## config.mk

```make
export PLATFORM = sky130hd
export DESIGN_NAME = comb_sweep_controller
export DESIGN_NICKNAME = d
export VERILOG_FILES = /design/src/rtl/comb_sweep_pkg.sv /design/src/rtl/comb_sweep_controller.sv
export SDC_FILE = /design/constraint.sdc
export NUM_CORES = 1
export LEC_CHECK = 0
export CAP_MARGIN = 0
export CORE_MARGIN = 3
export CORE_UTILIZATION = 25
export DETAILED_ROUTE_END_ITERATION = 8
export GPL_TIMING_DRIVEN = 0
export MAX_ROUTING_LAYER = met4
export PLACE_DENSITY = 0.41
export SKIP_LAST_GASP = 1
export SLEW_MARGIN = 0
export SYNTH_ARGS = -nofsm -noshare
export SYNTH_HDL_FRONTEND = slang
export SYNTH_SLANG_ARGS = --single-unit
```

## constraint.sdc

```tcl
create_clock -name clk -period 2.35 [get_ports clk]
set_clock_uncertainty 0.15 [all_clocks]
set_input_delay 0.235 -clock clk [delete_from_list [all_inputs] [get_ports clk]]
set_output_delay 0.235 -clock clk [all_outputs]
set_load 0.05 [all_outputs]
```

## src/rtl/comb_sweep_pkg.sv

```systemverilog
// Shared types and constants for the combinational-circuit sweep controller.
//   state_t          : sequencer states IDLE..DONE
//   DEF_GOLDEN_F*    : default expected truth tables for F1..F3
//   first_mismatch() : index of the lowest set bit of a mismatch mask (0 if none)
package comb_sweep_pkg;

    typedef enum logic [2:0] {
        ST_IDLE   = 3'd0,
        ST_SETTLE = 3'd1,
        ST_SAMPLE = 3'd2,
        ST_CHECK  = 3'd3,
        ST_DONE   = 3'd4
    } state_t;

    localparam logic [7:0] DEF_GOLDEN_F1 = 8'hA1;
    localparam logic [7:0] DEF_GOLDEN_F2 = 8'h1C;
    localparam logic [7:0] DEF_GOLDEN_F3 = 8'hC1;

    // Scan from the top down so the lowest set bit is the one that sticks.
    function automatic logic [2:0] first_mismatch(input logic [7:0] diff);
        logic [2:0] pos;
        pos = 3'd0;
        for (int i = 7; i >= 0; i--) begin
            if (diff[i]) pos = 3'(i);
        end
        return pos;
    endfunction

endpackage

```

## src/rtl/comb_sweep_controller.sv

```systemverilog
// Sweep sequencer for a 3-input/3-output combinational circuit.
// On start it drives {x,y,z} through 000..111, lets each vector settle for
// SETTLE_CYCLES clocks, captures f1..f3 into per-output truth tables, then
// compares the tables against golden values and reports pass / first failure.
//
// Ports
//   clk, rst_n          : clock (rising edge), asynchronous active-low reset
//   start               : begin a sweep (only honoured in IDLE)
//   abort               : synchronous abort, wins over start
//   f1, f2, f3          : outputs returned from the combinational circuit
//   x, y, z             : registered test vector ({x,y,z} = vector index)
//   busy                : high in SETTLE / SAMPLE / CHECK
//   done                : one-cycle pulse when a sweep completes
//   pass, fail_valid    : sweep verdict, valid from done and held
//   fail_idx            : lowest vector index with any mismatch (0 if none)
//   tt_f1, tt_f2, tt_f3 : captured truth tables, bit i = output at vector i
module comb_sweep_controller
    import comb_sweep_pkg::*;
#(
    parameter int unsigned SETTLE_CYCLES = 1,
    parameter logic [7:0]  GOLDEN_F1     = DEF_GOLDEN_F1,
    parameter logic [7:0]  GOLDEN_F2     = DEF_GOLDEN_F2,
    parameter logic [7:0]  GOLDEN_F3     = DEF_GOLDEN_F3
) (
    input  logic       clk,
    input  logic       rst_n,
    input  logic       start,
    input  logic       abort,
    input  logic       f1,
    input  logic       f2,
    input  logic       f3,
    output logic       x,
    output logic       y,
    output logic       z,
    output logic       busy,
    output logic       done,
    output logic       pass,
    output logic       fail_valid,
    output logic [2:0] fail_idx,
    output logic [7:0] tt_f1,
    output logic [7:0] tt_f2,
    output logic [7:0] tt_f3
);

    localparam logic [3:0] SETTLE_LAST = 4'(SETTLE_CYCLES - 1);

    state_t     state;
    state_t     next_state;
    logic [2:0] idx;
    logic [3:0] settle_cnt;
    logic [2:0] vec;
    logic [7:0] diff;

    assign x = vec[2];
    assign y = vec[1];
    assign z = vec[0];

    // Bits that disagree with golden in any of the three tables.
    assign diff = (tt_f1 ^ GOLDEN_F1) | (tt_f2 ^ GOLDEN_F2) | (tt_f3 ^ GOLDEN_F3);

    // State register
    always_ff @(posedge clk or negedge rst_n) begin
        if (!rst_n) begin
            state <= ST_IDLE;
        end else begin
            state <= next_state;
        end
    end

    // Next-state logic
    always_comb begin
        next_state = state;
        unique case (state)
            ST_IDLE: begin
                if (start && !abort) next_state = ST_SETTLE;
            end
            ST_SETTLE: begin
                if (abort)                          next_state = ST_IDLE;
                else if (settle_cnt == SETTLE_LAST) next_state = ST_SAMPLE;
            end
            ST_SAMPLE: begin
                if (abort)             next_state = ST_IDLE;
                else if (idx == 3'd7)  next_state = ST_CHECK;
                else                   next_state = ST_SETTLE;
            end
            ST_CHECK: begin
                next_state = abort ? ST_IDLE : ST_DONE;
            end
            ST_DONE: begin
                next_state = ST_IDLE;
            end
            default: next_state = ST_IDLE;
        endcase
    end

    // Outputs decoded from state
    always_comb begin
        busy = 1'b0;
        done = 1'b0;
        unique case (state)
            ST_SETTLE, ST_SAMPLE, ST_CHECK: busy = 1'b1;
            ST_DONE:                        done = 1'b1;
            default: ;
        endcase
    end

    // Counters, test vector, captured tables and verdict
    always_ff @(posedge clk or negedge rst_n) begin
        if (!rst_n) begin
            idx        <= 3'd0;
            settle_cnt <= 4'd0;
            vec        <= 3'd0;
            tt_f1      <= 8'd0;
            tt_f2      <= 8'd0;
            tt_f3      <= 8'd0;
            pass       <= 1'b0;
            fail_valid <= 1'b0;
            fail_idx   <= 3'd0;
        end else begin
            // Counter only runs while staying in SETTLE, so every entry starts at 0.
            if (state == ST_SETTLE && next_state == ST_SETTLE) begin
                settle_cnt <= settle_cnt + 4'd1;
            end else begin
                settle_cnt <= 4'd0;
            end

            // Present the next vector on the same edge that leaves SAMPLE, so it
            // is stable for the whole SETTLE + SAMPLE window before capture.
            if (state == ST_SAMPLE && next_state == ST_SETTLE) begin
                vec <= idx + 3'd1;
            end else if (next_state == ST_IDLE || next_state == ST_DONE) begin
                vec <= 3'd0;
            end

            unique case (state)
                ST_IDLE: begin
                    if (next_state == ST_SETTLE) begin
                        idx        <= 3'd0;
                        tt_f1      <= 8'd0;
                        tt_f2      <= 8'd0;
                        tt_f3      <= 8'd0;
                        pass       <= 1'b0;
                        fail_valid <= 1'b0;
                        fail_idx   <= 3'd0;
                    end
                end
                ST_SAMPLE: begin
                    if (!abort) begin
                        tt_f1[idx] <= f1;
                        tt_f2[idx] <= f2;
                        tt_f3[idx] <= f3;
                        if (idx != 3'd7) idx <= idx + 3'd1;
                    end
                end
                ST_CHECK: begin
                    pass       <= (diff == 8'd0);
                    fail_valid <= (diff != 8'd0);
                    fail_idx   <= first_mismatch(diff);
                end
                default: ;
            endcase

            // An aborted sweep never reports a verdict.
            if (abort && state != ST_IDLE) begin
                pass       <= 1'b0;
                fail_valid <= 1'b0;
            end
        end
    end

endmodule

```

* Yosys cells after proc, flatten, opt, wreduce, memory -nomap -nowiden *
Cells that the tools add are included.

word-level totals
  output and inout bits = 34
  register bits = 42
  bits of input ports = 7
  logic and storage cells = 95

operators by class
  bitwise operators = 5
  $lt $le $gt $ge = 2
  add/subtract/negate cells = 2
  equal/unequal tests = 12
  reductions and logical operators = 22
  mux-type cells = 42

operators with widths
  cell                                                        count
  two-way mux 3 bit                                           17
  one-hot mux 8 bit (2 select lines)                          3
  two-way mux 8 bit                                           4
  bitwise mux 8 bit                                           3
  bitwise OR 8 bit                                            2
  one-hot mux 3 bit (2 select lines)                          2
  one-hot mux 3 bit (4 select lines)                          1
  equality test 3 bit, second input constant                  3
  inverter 3 bit                                              3
  zero test 8 bit                                             1
  nonzero test 8 bit                                          1
  equality test 3 x 1 -> 1 bit, second input constant         2
  equality test 3 x 2 -> 1 bit, second input constant         2
  zero test 3 bit                                             2
  two-way mux 1 bit                                           6
  != test 3 bit, second input constant                        2
  nonzero test 2 bit                                          3
  nonzero test 3 bit                                          2
  logical AND 1 bit                                           5
  adder 4 x 1 -> 4 bit, second input constant                 1
  zero test 4 bit                                             1
  less-than comparator 3 x 4 -> 1 bit, second input constant  1
  two-way mux 2 bit                                           2
  two-way mux 4 bit                                           1
  12 further kinds                                            15

* Depth between registers and ports, before layout *
  depth in word-level cells = 12
  gate-level depth with buffers = 6
  mapped depth without buffers = 6

* Least setup slack after synthesis *
Ideal clock, no wire load.

  path type = flip-flop to flip-flop
  start = reg tt_f2[4]
  end = reg pass
  arrival time = 1.752 ns
  path slack = 0.353 ns
  clock period less this slack = 1.997 ns
  path buffers = 0
  stages on the path, launching flop included = 5
  setup time = 0.095 ns
  data required time = 2.105 ns
  cells stage by stage = dfrtp_1 -> nor3b_1 -> nand4_1 -> or4_4 -> o32ai_2

on the way
  longest elaborated chain between the ends = 6

RTL lines
  what                                RTL line                      RTL
  start: declaration                  comb_sweep_controller.sv:41   output logic [7:0] tt_f2,
  start signal: assignment            comb_sweep_controller.sv:114  tt_f2 <= 8'd0;
  start signal: assignment            comb_sweep_controller.sv:140  tt_f2 <= 8'd0;
  start signal: indexed assignment    comb_sweep_controller.sv:150  tt_f2[idx] <= f2;
  inverter 3 bit (no source line)     -
  bitwise OR 8 bit (2 in a row)       comb_sweep_controller.sv:59   assign diff = (tt_f1 ^ GOLDEN_F1) | (tt_f2 ^ GOLDEN_F2) | (tt_f3 ^ GOLDEN_F3);
  zero test 8 bit                     comb_sweep_controller.sv:156  pass <= (diff == 8'd0);
  one-hot mux 1 bit (2 select lines)  comb_sweep_controller.sv:135  unique case (state)
  two-way mux 1 bit                   comb_sweep_controller.sv:164  if (abort && state != ST_IDLE) begin
  end signal: assignment              comb_sweep_controller.sv:156
  end: declaration                    comb_sweep_controller.sv:37   output logic pass,

Every way passes these cells.
A chain may end at the register's enable or synchronous reset.

* Final worst setup path *
  start = reg tt_f1[4]
  end = reg pass

on the way
  longest elaborated chain between the ends = 5

RTL lines
  what                                RTL line                      RTL
  start: declaration                  comb_sweep_controller.sv:40   output logic [7:0] tt_f1,
  start signal: assignment            comb_sweep_controller.sv:113  tt_f1 <= 8'd0;
  start signal: assignment            comb_sweep_controller.sv:139  tt_f1 <= 8'd0;
  start signal: indexed assignment    comb_sweep_controller.sv:149  tt_f1[idx] <= f1;
  bitwise OR 8 bit (2 in a row)       comb_sweep_controller.sv:59
  zero test 8 bit                     comb_sweep_controller.sv:156
  one-hot mux 1 bit (2 select lines)  comb_sweep_controller.sv:135
  two-way mux 1 bit                   comb_sweep_controller.sv:164

Every way passes these cells.

==> impl_metrics.env <==
export IMPL_internal_power_uw=1120
export IMPL_ys_flop_type="dfrtp_1"
export IMPL_hp_class="input pin to asynchronous set/reset pin"
export IMPL_grt_usage_pct=12.3
export IMPL_end_kind="register"
export IMPL_vias=1673
export IMPL_tritoncts="done"
export IMPL_start_kind="register"
export IMPL_grt_max_degree=26
export IMPL_finalSetupViolCount=0
export IMPL_grt_pass1_vias=1724
export IMPL_path_class="register to register"
export IMPL_yosys_warnings=0
export IMPL_grt_ovfl_total=0
export IMPL_rr_startpoint="tt_f1[4]"
export IMPL_drv_cap=0
export IMPL_syn_num_nets=223
export IMPL_cts_root_buf="clkbuf_8"
export IMPL_finalSetupTns_ns=0
export IMPL_clk_pin_slew_ns=0.08
export IMPL_dr_pass1_iters=4
export IMPL_synth_cell_types=40
export IMPL_pwr_share_seq_pct=49.4
export IMPL_maxSlewViolCount=0
export IMPL_ys_top_cells_by_count="42 x dfrtp_1, 36 x nand2_1, 30 x o21ai_0"
export IMPL_drc=0
export IMPL_holdWs_ns=0.264
export IMPL_fmax_ghz=0.467
export IMPL_synth_avg_cell_area_um2=9.75
export IMPL_fp_coreArea_um2=7890
export IMPL_dp_hpwl_um=3950
export IMPL_yosysTopAreaCellShare_pct=50.8
export IMPL_start_util_pct=26.2
export IMPL_yosysSeqAreaShare_pct=50.8
export IMPL_yosys_area_top_type="dfrtp_1"
export IMPL_wirelength_um=5460
export IMPL_drive_gt1_share_pct=9.16
export IMPL_ir_drop_uv=192
export IMPL_post_drt_wl_per_cell_um=15.0
export IMPL_port_buffers=40
export IMPL_synthArstFlopShare_pct=100
export IMPL_clock_sinks=42
export IMPL_maxSlewHeadroom_pct=56.9
export IMPL_antenna_cells=0
export IMPL_die_h_um=96.9
export IMPL_p_clk_share_pct=37.9
export IMPL_fin_area_um2=2730
export IMPL_leakage_uw=0.00113
export IMPL_endpoint="pass"
export IMPL_power_switching_uw=388
export IMPL_critPathMaxFanout=4
export IMPL_yosysMostFrequentCell="dfrtp_1"
export IMPL_grt_pass1_wl_um=9020
export IMPL_fin_crit_ns=2.14
export IMPL_worstPathRequired_ns=2.40
export IMPL_combPwrFrac_pct=12.6
export IMPL_r2r_end="pass"
export IMPL_critPathLaunch="tt_f1[4]"
export IMPL_powerDensity_nw_per_um2=552
export IMPL_syn_area_um2=2070
export IMPL_rr_worst_depth=4
export IMPL_fin_ws_ns=0.211
export IMPL_hold_violations=0
export IMPL_swShare_pct=25.8
export IMPL_rows=32
export IMPL_antenna_left=0
export IMPL_fin_crit_sh_pct=91.0
export IMPL_ios=41
export IMPL_synth_cells=212
export IMPL_reg2reg_setup_slack_ns=0.21
export IMPL_ys_ff_latch=42
export IMPL_die_area_um2=9400
export IMPL_syn_to_final_growth_pct=32.0
export IMPL_cts_max_path_buffers=2
export IMPL_die_w_um=96.9
export IMPL_finalNetCount=272
export IMPL_synth_area_leaders="dfrtp_1 51%, o21ai_0 7.3%, nand2_1 6.5%, nor3b_1 3.3%, o211ai_1 2.9%"
export IMPL_placed_area_um2=2610
export IMPL_cts_setup_buffers=0
export IMPL_clk_latency_ns=0.29
export IMPL_antenna_found_initial=0
export IMPL_rsz0062_at_grt="false"
export IMPL_cts_buffers=5
export IMPL_status="completed"
export IMPL_first_iter_violations=61
export IMPL_worstMarginPinSlew_ns=0.645
export IMPL_arrival_ns=2.19
export IMPL_h_tree_depth=2
export IMPL_final_util_pct=34.6
export IMPL_dp_slack_ns=0.0845
export IMPL_synth_edf_count=0
export IMPL_place_congestion=0.743
export IMPL_vias_per_cell=4.60
[timing repair]
action / in CTS / in global routing
endpoints found under the setup margin: 1 / 1
hold buffers: 1 / 0
gates resized for setup: 1 / 1
hold endpoints to repair: 17 / 0
[routing by layer]
layer	share of wire (%)	GRT usage, %	vias up	routed length [um]
li1	-	-	848	-
met1	54	17.9	781	2930
met2	42	17.2	38	2290
met3	3.2	2.52	6	176
met4	1.2	3.56	0	63
met5	0	-	-	0
[power by group through the flow]
stage                     registers, uW  clock network (uW)  logic [uW]
after floorplan                     783                   0        89.7
after global placement              759                   0         188
after detailed placement            759                   0         192
after CTS                           744                 590         194
after global routing                746                 628         210
final                               744                 571         190
[worst max-delay path, cell delays in order, from the launching register on]
cell     delay, ns
dfrtp_1       0.42
nor3b_1       0.57
nand4_1       0.23
or4_4         0.48
o32ai_2       0.20
[how the worst min path moves through the flow]
stage,from,endpoint,depth (start not counted)
global route,rst_n,tt_f2[5],2
finish,rst_n,tt_f2[6],2
global placement,fail_idx[1],fail_idx[1],2
floorplan,rst_n,fail_idx[0],0
detailed placement,rst_n,tt_f2[6],1
CTS,rst_n,tt_f2[6],2
[layout make-up]
type                            count  area, um2
Buffer                             10       56.3
Clock buffer                        7       76.3
Clock inverter                      1       30.0
Fill cell                         841       5160
Inverter                            6       22.5
Multi-Input combinational cell    154        937
Sequential cell                    42       1050
Tap cell                          102        128
Timing Repair Buffer               42        427
[cell usage in the layout (no fill, tap or decap), drive strengths merged, types with 4 or more instances in the layout]
master         count
dfrtp             42
ha                 4
inv                6
o21ai             30
nand3b             7
or3b               4
buf                7
clkbuf            12
clkdlybuf4s50     37
nor2              10
nor3b             10
a22o               5
nand3              6
nand2             36
and3b              4
o211ai             8
[registers in the layout (all words and copies together), names as in the netlist]
signal,count
fail_idx,3
fail_valid,1
idx,3
pass,1
settle_cnt,4
state,3
tt_f1,8
tt_f2,8
tt_f3,8
vec,3
[cell families after synthesis]
family	after synthesis	share of synthesized area [%]
simple gates	94	25.5
compound gates	54	16.6
flops	42	50.8
buf+inv	16	3.81
fa+ha+maj	4	2.42
xor+xnor	2	0.848
[through the flow]
stage / cells / power, uW
3_3_place_gp: 354 / 947
5_1_grt: 364 / 1580
4_1_cts: 364 / 1530
2_1_floorplan: 212 / 873
3_5_place_dp: 355 / 951
6_report: 364 / 1510
(Power assumes the default switching activity.)
